File: src/rtl/uart_cmd_pkg.sv
// uart_cmd_pkg: state encoding, ASCII constants and hex decode shared by the UART command register file.
package uart_cmd_pkg;

    typedef enum logic [2:0] {
        ST_IDLE,
        ST_GET_IDX,
        ST_GET_BITS,
        ST_COMMIT,
        ST_SEND_BITS,
        ST_SEND_ACK,
        ST_SEND_ERR
    } state_t;

    localparam logic [7:0] CH_ACK      = 8'h2A;
    localparam logic [7:0] CH_ERR      = 8'h21;
    localparam logic [7:0] CH_RST      = 8'h52;
    localparam logic [7:0] CH_0        = 8'h30;
    localparam logic [7:0] CH_1        = 8'h31;
    localparam logic [7:0] CH_SET      = 8'h53;
    localparam logic [7:0] CH_GET      = 8'h47;
    localparam logic [7:0] CH_PULSE    = 8'h50;
    localparam logic [7:0] CH_ECHO_ON  = 8'h45;
    localparam logic [7:0] CH_ECHO_OFF = 8'h65;

    // {valid, nibble}; only '0'-'9' and uppercase 'A'-'F' are accepted
    function automatic logic [4:0] hex_nib(input logic [7:0] c);
        return (c >= 8'h30 && c <= 8'h39) ? {1'b1, 4'(c - 8'h30)} :
               (c >= 8'h41 && c <= 8'h46) ? {1'b1, 4'(c - 8'h37)} : 5'd0;
    endfunction

endpackage

File: src/rtl/uart_tx_holdreg.sv
// uart_tx_holdreg: single-entry valid/ready byte buffer feeding the UART transmitter.
module uart_tx_holdreg (
    input  logic       clk,
    input  logic       rst_n,
    input  logic       load_i,
    input  logic [7:0] data_i,
    input  logic       ready_i,
    output logic [7:0] data_o,
    output logic       valid_o,
    output logic       busy_o
);
    logic [7:0] data_q;
    logic       valid_q;

    // busy while occupied, including the accept cycle, so a new byte loads the cycle after
    assign busy_o  = valid_q;
    assign data_o  = data_q;
    assign valid_o = valid_q;

    always_ff @(posedge clk) begin
        if (!rst_n) begin
            data_q  <= '0;
            valid_q <= 1'b0;
        end else if (load_i && !valid_q) begin
            data_q  <= data_i;
            valid_q <= 1'b1;
        end else if (valid_q && ready_i) begin
            valid_q <= 1'b0;
        end
    end
endmodule

File: src/rtl/uart_cmd_regfile.sv
// uart_cmd_regfile: ASCII command parser driving NUM_REGS x REG_WIDTH control registers over a UART byte stream.
module uart_cmd_regfile
    import uart_cmd_pkg::*;
#(
    parameter int                             NUM_REGS       = 4,
    parameter int                             REG_WIDTH      = 8,
    parameter logic [NUM_REGS*REG_WIDTH-1:0]  RESET_VALUE    = '0,
    parameter int unsigned                    TIMEOUT_CYCLES = 1000000
) (
    input  logic                          clk,
    input  logic                          rst_n,
    input  logic [7:0]                    rx_data,
    input  logic                          rx_valid,
    output logic [7:0]                    tx_data,
    output logic                          tx_valid,
    input  logic                          tx_ready,
    output logic [NUM_REGS*REG_WIDTH-1:0] reg_q,
    output logic [NUM_REGS-1:0]           reg_wr_stb,
    output logic [NUM_REGS-1:0]           cmd_stb,
    output logic                          echo_en,
    output logic                          overrun
);
    localparam int              IW       = NUM_REGS > 1 ? $clog2(NUM_REGS) : 1;
    localparam int              CW       = $clog2(REG_WIDTH + 1);
    localparam logic [CW-1:0]   LAST_BIT = CW'(REG_WIDTH - 1);
    localparam logic [4:0]      NREG     = 5'(NUM_REGS);
    localparam logic [31:0]     TO_LAST  = 32'(TIMEOUT_CYCLES - 1);

    state_t                             state_q;
    logic [NUM_REGS-1:0][REG_WIDTH-1:0] regs_q;
    logic [REG_WIDTH-1:0]               shadow_q, shadow_d, snap_q;
    logic [IW-1:0]                      idx_q;
    logic [7:0]                         cmd_q;
    logic [CW-1:0]                      cnt_q;
    logic [31:0]                        tcnt_q;
    logic [NUM_REGS-1:0]                reg_wr_stb_q, cmd_stb_q;
    logic                               echo_en_q, overrun_q;
    logic                               busy, abort, echo_load, resp_load, idx_ok, bit_ok, timed_out;
    logic [7:0]                         resp_byte;
    logic [4:0]                         hex;

    assign reg_q      = regs_q;
    assign reg_wr_stb = reg_wr_stb_q;
    assign cmd_stb    = cmd_stb_q;
    assign echo_en    = echo_en_q;
    assign overrun    = overrun_q;

    assign hex       = hex_nib(rx_data);
    assign idx_ok    = hex[4] && ({1'b0, hex[3:0]} < NREG);
    assign bit_ok    = rx_data == CH_0 || rx_data == CH_1;
    assign shadow_d  = REG_WIDTH'({shadow_q, rx_data[0]});
    assign abort     = rx_valid && rx_data == CH_RST;
    assign timed_out = TIMEOUT_CYCLES != 0 && !rx_valid && tcnt_q == TO_LAST;
    // echo wins the holding register; a response byte simply waits a cycle
    assign echo_load = echo_en_q && rx_valid && !busy;
    assign resp_load = (state_q inside {ST_SEND_BITS, ST_SEND_ACK, ST_SEND_ERR}) && !busy && !echo_load && !abort;
    assign resp_byte = state_q == ST_SEND_ACK ? CH_ACK :
                       state_q == ST_SEND_ERR ? CH_ERR :
                       snap_q[REG_WIDTH-1]    ? CH_1   : CH_0;

    uart_tx_holdreg u_tx (
        .clk     (clk),
        .rst_n   (rst_n),
        .load_i  (echo_load || resp_load),
        .data_i  (echo_load ? rx_data : resp_byte),
        .ready_i (tx_ready),
        .data_o  (tx_data),
        .valid_o (tx_valid),
        .busy_o  (busy)
    );

    always_ff @(posedge clk) begin
        if (!rst_n) begin
            state_q      <= ST_IDLE;
            regs_q       <= RESET_VALUE;
            shadow_q     <= '0;
            snap_q       <= '0;
            idx_q        <= '0;
            cmd_q        <= '0;
            cnt_q        <= '0;
            tcnt_q       <= '0;
            reg_wr_stb_q <= '0;
            cmd_stb_q    <= '0;
            echo_en_q    <= 1'b0;
            overrun_q    <= 1'b0;
        end else begin
            reg_wr_stb_q <= '0;
            cmd_stb_q    <= '0;
            tcnt_q       <= '0;
            if (echo_en_q && rx_valid && busy) overrun_q <= 1'b1;
            if (abort) begin
                state_q   <= ST_IDLE;
                shadow_q  <= '0;
                cnt_q     <= '0;
                overrun_q <= 1'b0;
            end else begin
                case (state_q)
                    ST_IDLE: if (rx_valid) begin
                        if (rx_data inside {CH_SET, CH_GET, CH_PULSE}) begin
                            cmd_q   <= rx_data;
                            state_q <= ST_GET_IDX;
                        end
                        if (rx_data inside {CH_ECHO_ON, CH_ECHO_OFF}) begin
                            echo_en_q <= rx_data == CH_ECHO_ON;
                            state_q   <= ST_SEND_ACK;
                        end
                    end
                    ST_GET_IDX: if (rx_valid) begin
                        idx_q    <= hex[IW-1:0];
                        cnt_q    <= '0;
                        shadow_q <= '0;
                        snap_q   <= regs_q[hex[IW-1:0]];
                        state_q  <= !idx_ok ? ST_SEND_ERR :
                                    cmd_q == CH_SET ? ST_GET_BITS :
                                    cmd_q == CH_GET ? ST_SEND_BITS : ST_SEND_ACK;
                        if (idx_ok && cmd_q == CH_PULSE) cmd_stb_q[hex[IW-1:0]] <= 1'b1;
                    end else if (timed_out) state_q <= ST_SEND_ERR;
                    else tcnt_q <= tcnt_q + 32'd1;
                    ST_GET_BITS: if (rx_valid) begin
                        if (bit_ok) begin
                            shadow_q <= shadow_d;
                            cnt_q    <= cnt_q + 1'b1;
                            if (cnt_q == LAST_BIT) state_q <= ST_COMMIT;
                        end else state_q <= ST_SEND_ERR;
                    end else if (timed_out) state_q <= ST_SEND_ERR;
                    else tcnt_q <= tcnt_q + 32'd1;
                    ST_COMMIT: begin
                        regs_q[idx_q]       <= shadow_q;
                        reg_wr_stb_q[idx_q] <= 1'b1;
                        state_q             <= ST_SEND_ACK;
                    end
                    ST_SEND_BITS: if (resp_load) begin
                        snap_q <= snap_q << 1;
                        cnt_q  <= cnt_q + 1'b1;
                        if (cnt_q == LAST_BIT) state_q <= ST_SEND_ACK;
                    end
                    // ack/err leave as soon as the byte is taken into the holding register
                    ST_SEND_ACK, ST_SEND_ERR: if (resp_load) state_q <= ST_IDLE;
                    default: state_q <= ST_IDLE;
                endcase
            end
        end
    end
endmodule

File: config.mk
export PLATFORM = sky130hd
export DESIGN_NAME = uart_cmd_regfile
export DESIGN_NICKNAME = d
export VERILOG_FILES = /design/src/rtl/uart_cmd_pkg.sv /design/src/rtl/uart_tx_holdreg.sv /design/src/rtl/uart_cmd_regfile.sv
export SDC_FILE = /design/constraint.sdc
export NUM_CORES = 1
export LEC_CHECK = 0
export CAP_MARGIN = 10
export CORE_UTILIZATION = 56
export DETAILED_ROUTE_END_ITERATION = 10
export GPL_ROUTABILITY_DRIVEN = 0
export GPL_TIMING_DRIVEN = 1
export PLACE_DENSITY = 0.79
export SYNTH_ARGS = -nofsm -noshare
export SYNTH_HDL_FRONTEND = slang
export SYNTH_SLANG_ARGS = --single-unit
File: constraint.sdc
create_clock -name clk -period 3.05 [get_ports clk]
set_input_delay 0.61 -clock clk [delete_from_list [all_inputs] [get_ports clk]]
set_output_delay 0.61 -clock clk [all_outputs]
set_load 0.02 [all_outputs]
==> flow_summary.ini, run 1 <==
[pwr]
peakVddDrop_mv = 0.476
power_density_nw_per_um2 = 609
pwr-share-seq_pct = 38.2
leakagePower_nw = 2.57
finalPower_mw = 4.36
pwr-share-comb_pct = 16.8
p_int_mw = 3.14
power.switching_mw = 1.23
sw_frac_of_total_pct = 28.1
clkPwrFrac_pct = 45.0

[die]
die_h_um = 102
initial_utilization_pct = 57.7
chipWidth_um = 102
coreArea_um2 = 9730
dieArea_um2 = 10400
io_pins = 63
rows = 36

[worst_hold_path]
hold_end = tcnt_q[0]$_SDFF_PP0_
holdPathStages = 1
hp-start = tcnt_q[0]$_SDFF_PP0_
worstHoldPathType = register to register

[clock_tree]
cts_root_buffer = clkbuf_8
htreeDepth = 4
hold_buffers = 0
post-cts-setup-buffers = 0
clk_pin_slew_worst_paths_ns = 0.05
cts_resized = 0
numCtsBuffers = 17
cts_num_sinks = 116
clock_latency_ns = 0.52
tritoncts = yes
clock_path_buffers = 2

[yosys]
syn_nets = 669
yosysWarnings = 0
synthArstFlopShare_pct = 0
seq_area_frac_synth_pct = 41.4
synth_area_per_cell_um2 = 8.62
ys_top_cells_by_area = dfxtp_1 (41%), mux2i_1 (7.0%), nor2_1 (6.8%)
synth_cells = 651
ys_ff_latch = 116
yosysTopAreaCellShare_pct = 41.4
yosysUniqueCellTypes = 67
yosysTopAreaCell = dfxtp_1
syn_area_um2 = 5610
synth_edf_count = 0
synthFlopType = dfxtp_1

[flow_run]
cap_violations = 0

[critical_path]
crit_arrival_ns = 2.95
slowest_delay_ns = 0.54
slowest_stage = clkdlybuf4s50_1
worstSetupStartpointType = primary input
criticalPathCategory = primary input to register
endpoint_kind = register
ff2ff_setup_slack_ns = 0.67
path_buf_inv = 3
crit_required_ns = 3.44
reg2reg_depth = 6
critPathMaxFanout = 8
cp_cell_sequence = clkdlybuf4s50_1 > inv_1 > ha_1 > nor4b_2 > buf_4 > a2111o_1 > a31oi_1 > a211o_1 > o211ai_2
crit-reg2reg-launch = state_q[1]$_SDFFE_PP0P_
rr_endpoint = state_q[1]$_SDFFE_PP0P_
critPathTopFamily = compound AO/OA/AOI/OAI gates

[cells_and_area]
fin_cells = 881
area.sequential_um2 = 2320
mostFrequentLayoutCells = dfxtp_1 (116), nor2_1 (102), clkdlybuf4s50_1 (62)
finalNetCount = 753
final_area_um2 = 7160
diodes = 0
drive_above_1_share_pct = 13.4
final_common_cell = dfxtp_1
num-fill-cells = 719
multi_input_area_um2 = 3100
area_growth_pct = 27.5

[sta]
finalHoldViolCount = 0
holdWs_ns = 0.447
finalClockSkew_ns = 0.00797
finalSetupViolCount = 0
slew_headroom_pct = 53.8
fmax_mhz = 391
post-route-period-util_pct = 83.9
slew_violations = 0
fin_crit_ns = 2.56
rsz0062_at_grt = no
timing.setup.tns_ns = 0
tightest_slew_ns = 0.688

[detailed_routing]
drcViolationCount = 0
dr.pass1.iters = 5
vias = 5236
wl_per_cell_um = 16.9
wl_um = 14900
first_iter_violations = 375
ant_nets = 0
viasPerCell = 5.94

[global_routing]
grt_pass1_vias = 5003
grt_max_degree = 50
track_usage_pct = 30.0
overflow = 0
antenna_found_initial = 0
grt_pass1_wl_um = 24300

[place]
dpl.hpwl_um = 10500
dpl_cell_area_um2 = 6570
io_buffers = 62
dp_cells = 849

[outcome]
run_status = complete, no violations
[kinds of logic after synthesis]
kind of cell	share of synthesized area (%)
multiplexers	6.95
AND/OR/NAND/NOR	27.1
XOR/XNOR	4.37
buffers and inverters	3.70
adder cells (fa/ha/maj)	1.34
flip-flops	41.4
AO/OA/AOI/OAI	15.2
[how the worst max path moves through the flow]
stage	startpoint	end	depth (start not counted)
2_1_floorplan	rx_data[1]	snap_q[0]$_SDFFE_PN0P_	10
3_3_place_gp	rx_data[0]	snap_q[6]$_SDFFE_PN0P_	11
3_5_place_dp	rx_data[0]	snap_q[7]$_SDFFE_PN0P_	9
4_1_cts	rx_data[0]	snap_q[3]$_SDFFE_PN0P_	11
5_1_grt	rx_data[0]	snap_q[3]$_SDFFE_PN0P_	11
6_report	rx_data[0]	snap_q[7]$_SDFFE_PN0P_	9
[metal layers]
layer  vias up  wire length [µm]  share of wire (%)  track usage [%]
met5         -                 0                  0                0
met4         0               303                2.0             12.1
met3        31              1070                7.2             7.93
met2       228              6940                 47             46.9
met1      2476              6600                 44             39.4
li1       2501                 -                  -                -
[synth_stat cells (7+ instances only)]
library cell	n
dfxtp_1	116
nor2_1	102
nand2_1	50
mux2i_1	39
a21oi_1	36
nand3_1	34
o21ai_0	24
clkbuf_1	22
xor2_1	17
inv_1	15
nand4_1	12
a32oi_1	11
and3_1	11
xnor2_1	11
buf_2	10
and2_1	9
nand2b_1	9
or3_1	9
or2_2	8
nor4_1	7
o211ai_2	7
[registers in the layout, indices dropped and copies added (netlist names), 8 cells and up]
| register | flops |
|---|---|
| snap_q | 8 |
| shadow_q | 8 |
| cmd_q | 8 |
| u_tx.data_o | 8 |
| reg_q | 32 |
| tcnt_q | 32 |
[layout make-up]
cell class / count / area share (%)
multi-input cells: 486 / 43.3
inverters: 15 / 0.786
well taps: 133 / 2.32
clock inverters: 14 / 2.25
repair buffers: 99 / 12.9
clock buffers: 18 / 5.98
flip-flops and latches: 116 / 32.4
[metrics by stage]
| step | setup slack [ns] | utilization (%) |
|---|---|---|
| after floorplan | 0.339 | - |
| after global placement | 0.0917 | 67.5 |
| after detailed placement | 0.0451 | 67.5 |
| after CTS | 0.539 | 73.6 |
| after global routing | 0.389 | 73.6 |
| final | 0.490 | 73.6 |
[power groups by stage]
stage	Clock [mW]	Sequential [mW]	Combinational, mW
floorplan	0	1.67	0.493
global placement	0	1.69	0.697
detailed placement	0	1.69	0.715
CTS	1.98	1.66	0.721
global route	2.06	1.68	0.796
finish	1.96	1.67	0.734
Note: power is estimated with default switching activity, not from simulation.
==> run 2: changes to the inputs <==
CORE_UTILIZATION = 51   (was 56)
PLACE_DENSITY = 0.76   (was 0.79)
clock period = 2.2 ns   (was 3.05 ns; I/O delays follow)
==> run 2 against run 1 <==
Compared with the run above:
- register-to-register slack got worse by 0.59 ns
- first-iteration DRC count rose by 17%
- sequential share of layout area is 1.8 points lower
- routed wire length increased by 5.0%
- count of clock-buffer cells in the layout increased by 1
- worst hold slack worse by 0.014 ns
- critical path depth is 1 lower
- cell area increased by 5.9%
- global-route usage shrank 1.4 points
- sequential power is 36% higher
- flip-flop and latch count unchanged
- utilization is 1.5 points lower
- largest power group unchanged
==> flow_summary.ini, run 2 (synthesis results as in run 1) <==
[outcome]
run_status = complete, no violations

[sta]
fmax_mhz = 472
finalSetupViolCount = 0
fin_crit_ns = 2.12
finalClockSkew_ns = 0.00971
tightest_slew_ns = 0.397
slew_violations = 0
rsz0062_at_grt = no
slew_headroom_pct = 73.5
post-route-period-util_pct = 96.4
finalHoldViolCount = 0
timing.setup.tns_ns = 0

[clock_tree]
cts_num_sinks = 116
tritoncts = yes
numCtsBuffers = 17
htreeDepth = 4
clk_pin_slew_worst_paths_ns = 0.06
clock_path_buffers = 2
clock_latency_ns = 0.53
cts_root_buffer = clkbuf_8

[worst_hold_path]
worstHoldPathType = primary input to register

[die]
rows = 37
io_pins = 63
die_h_um = 107
initial_utilization_pct = 53.4
chipWidth_um = 107
dieArea_um2 = 11400
coreArea_um2 = 10500

[flow_run]
cap_violations = 0

[cells_and_area]
fin_cells = 927
drive_above_1_share_pct = 20.0
diodes = 0
finalNetCount = 796
area_growth_pct = 35.0
final_common_cell = dfxtp_1
mostFrequentLayoutCells = dfxtp_1 (116), nor2_1 (99), buf_4 (76)

[place]
dpl.hpwl_um = 10900
dp_cells = 895
io_buffers = 62

[critical_path]
endpoint_kind = register
worstSetupStartpointType = primary input
slowest_stage = or4bb_1
slowest_delay_ns = 0.59
crit_arrival_ns = 2.52
criticalPathCategory = primary input to register
crit_required_ns = 2.60
cp_cell_sequence = clkdlybuf4s50_1 > buf_4 > or4bb_1 > o21ai_2 > or2_4 > nor2_2 > a32oi_1 > o211ai_2
critPathMaxFanout = 7

[detailed_routing]
drcViolationCount = 0
vias = 5420
viasPerCell = 5.85
wl_per_cell_um = 16.9
dr.pass1.iters = 5
wl_um = 15700
first_iter_violations = 439
ant_nets = 0

[pwr]
finalPower_mw = 6.24
peakVddDrop_mv = 0.795
power_density_nw_per_um2 = 823
leakagePower_nw = 2.79

[global_routing]
grt_max_degree = 50
overflow = 0
grt_pass1_vias = 5311
grt_pass1_wl_um = 25800
track_usage_pct = 28.6
antenna_found_initial = 0
-- run 2: cell types whose count changed in the layout (fill, tap and decap cells not counted), moves of 3 or more --
| cell | before | now |
|---|---|---|
| clkinv_2 | 6 | 3 |
| clkinvlp_4 | 2 | 6 |
| buf_4 | 35 | 76 |
| nor2_1 | 102 | 99 |
| nor2_2 | 0 | 3 |
-- run 2: where the power goes --
group | leakage [nW] | total (mW) | switching [mW] | internal (mW)
logic | 1.58 | 1.23 | 0.690 | 0.542
clock network | 0.272 | 2.74 | 0.990 | 1.75
registers | 0.935 | 2.27 | 0.0885 | 2.18
total | 2.79 | 6.24 | 1.77 | 4.47
-- run 2: path summary, 6_finish.rpt --
path                            slack, ns                   from  depth (start not counted)                           to
worst min-delay path                 0.43             rx_data[1]                          4  u_tx.data_o[1]$_SDFFE_PN0P_
worst min register to register       0.44   tcnt_q[0]$_SDFF_PP0_                          1         tcnt_q[0]$_SDFF_PP0_
worst max-delay path                 0.08             rx_data[5]                          8       snap_q[7]$_SDFFE_PN0P_
worst max register to register       0.08  cmd_q[3]$_SDFFE_PN0P_                          6      state_q[2]$_SDFFE_PP0P_
-- run 2: final cells by class --
class / count / area, µm²
well taps: 136 / 170
clock inverters: 13 / 159
multi-input cells: 486 / 3170
clock buffers: 19 / 432
inverters: 15 / 56.3
flip-flops and latches: 116 / 2320
fillers: 757 / 2930
repair buffers: 142 / 1270
-- run 2: routing by layer --
layer	global-route usage (%)	vias up	wire, µm
met5	0	-	0
met3	5.65	32	1130
li1	-	2579	-
met2	48.4	227	7770
met4	10.7	0	299
met1	35.9	2582	6470
-- run 2: worst max-delay path, delay by kind of cell --
kind,cells,cell delay [ns]
buf+inv,2,0.62
compound gates,3,0.60
simple gates,3,0.86
-- run 2: stage by stage --
stage	hold slack, ns	cell area [µm²]	setup WS [ns]	utilization, %
after CTS	0.447	7550	0.0200	71.8
after global placement	0.423	6960	-0.480	66.2
after floorplan	0.413	5670	-0.00635	-
after detailed placement	0.439	6960	-0.608	66.2
after global routing	0.464	7580	0.00316	72.1
final	0.432	7580	0.0792	72.1
-- run 2: what timing repair did --
item	4_1_cts	5_1_grt
gates resized for setup	1	9
setup buffers	0	0
endpoints found under the setup margin	10	13
hold buffers	0	0
pin swaps	1	6
==> run 3: changes to the inputs <==
SKIP_LAST_GASP = 1   (was default)
SLEW_MARGIN = 10   (was default)
==> run 3 against run 2 <==
Compared with the run above:
- cell area unchanged
- global-route usage unchanged
- first-iteration DRC count increased by 15%
- flip-flop and latch count unchanged
- worst hold slack got worse by 0.00098 ns
- critical path type is now register to register
- routed wire length increased by 0.36%
- critical endpoint is now state_q[2]$_SDFFE_PP0P_
==> flow_summary.ini, run 3 (synthesis results as in run 1) <==
[sta]
setup_ws_ns = 0.0572
fmax_mhz = 467
timing.setup.tns_ns = 0
finalClockSkew_ns = 0.0106
fin_crit_ns = 2.14
rsz0062_at_grt = yes
finalHoldViolCount = 0
post-route-period-util_pct = 97.4
slew_headroom_pct = 72.5
slew_violations = 0
tightest_slew_ns = 0.412
holdWs_ns = 0.431
finalSetupViolCount = 0

[detailed_routing]
vias = 5434
drcViolationCount = 0
first_iter_violations = 504
dr.pass1.iters = 5
wl_per_cell_um = 17.0
viasPerCell = 5.86
wl_um = 15700
ant_nets = 0

[global_routing]
track_usage_pct = 28.6
grt_max_degree = 50
grt_pass1_vias = 5311
grt_pass1_wl_um = 25800
overflow = 0
antenna_found_initial = 0

[clock_tree]
cts_root_buffer = clkbuf_8
clk_pin_slew_worst_paths_ns = 0.06
clock_path_buffers = 2
htreeDepth = 4
tritoncts = yes
clock_latency_ns = 0.53
post-cts-setup-buffers = 0
numCtsBuffers = 17
cts_num_sinks = 116
hold_buffers = 0

[pwr]
peakVddDrop_mv = 0.792
power_density_nw_per_um2 = 823
leakagePower_nw = 2.79
finalPower_mw = 6.24

[cells_and_area]
final_common_cell = dfxtp_1
drive_above_1_share_pct = 20.0
final_util_pct = 72.1
mostFrequentLayoutCells = dfxtp_1 (116), nor2_1 (99), buf_4 (76)
num-fill-cells = 757
diodes = 0
finalNetCount = 796
area_growth_pct = 35.0
final_area_um2 = 7580
fin_cells = 927

[place]
io_buffers = 62
dp_cells = 895
post-place-ws_ns = -0.608
dpl.hpwl_um = 10900
dpl_cell_area_um2 = 6960

[critical_path]
worstSetupStartpointType = register
crit_arrival_ns = 2.57
endpoint_kind = register
criticalPathCategory = register to register
critPathMaxFanout = 2
crit_required_ns = 2.62

[outcome]
run_status = complete, no violations

[flow_run]
cap_violations = 0

[die]
chipWidth_um = 107
coreArea_um2 = 10500
dieArea_um2 = 11400
io_pins = 63
die_h_um = 107
rows = 37
initial_utilization_pct = 53.4

[worst_hold_path]
worstHoldPathType = primary input to register
## run 3: cell counts in the layout (fill, tap and decap cells not counted)
No cell type changed its count.
## run 3: power breakdown
group          total (mW)  switching [mW]  leakage, nW  internal [mW]
logic                1.23           0.689         1.58          0.542
registers            2.27          0.0892        0.935           2.18
clock network        2.74           0.989        0.272           1.75
## run 3: timing repair
action                                 4_1_cts  5_1_grt
pin swaps                                    1        5
gates cloned                                 0        0
resized for setup                            1        9
setup endpoints to repair                   10       13
endpoints found under the hold margin        0        0
## run 3: critical path: stages, from the launching register on
cell	delay, ns
dfxtp_1	0.31
or4b_4	0.55
or3b_4	0.42
o31a_1	0.26
o31ai_2	0.22
nand4_1	0.12
and4_1	0.17
## run 3: final timing paths
| check | start | endpoint | slack (ns) | depth (start not counted) |
|---|---|---|---|---|
| max reg2reg | cmd_q[3]$_SDFFE_PN0P_ | state_q[2]$_SDFFE_PP0P_ | 0.06 | 6 |
| min reg2reg | tcnt_q[0]$_SDFF_PP0_ | tcnt_q[0]$_SDFF_PP0_ | 0.44 | 1 |
| max | cmd_q[3]$_SDFFE_PN0P_ | state_q[2]$_SDFFE_PP0P_ | 0.06 | 6 |
| min | rx_data[1] | u_tx.data_o[1]$_SDFFE_PN0P_ | 0.43 | 4 |
## run 3: per-layer routing
| layer | vias up | global-route usage [%] | share of wire, % |
|---|---|---|---|
| met5 | - | 0 | 0 |
| met4 | 0 | 10.7 | 1.7 |
| met3 | 28 | 5.65 | 6.3 |
| met2 | 228 | 48.4 | 50 |
| met1 | 2595 | 35.9 | 42 |
| li1 | 2583 | - | - |
## run 3: layout make-up
cell class | instances | area, µm² | area share, %
clock buffers | 19 | 432 | 5.69
clock inverters | 13 | 159 | 2.10
inverters | 15 | 56.3 | 0.743
multi-input cells | 486 | 3170 | 41.8
flip-flops and latches | 116 | 2320 | 30.6
well taps | 136 | 170 | 2.24
repair buffers | 142 | 1270 | 16.8
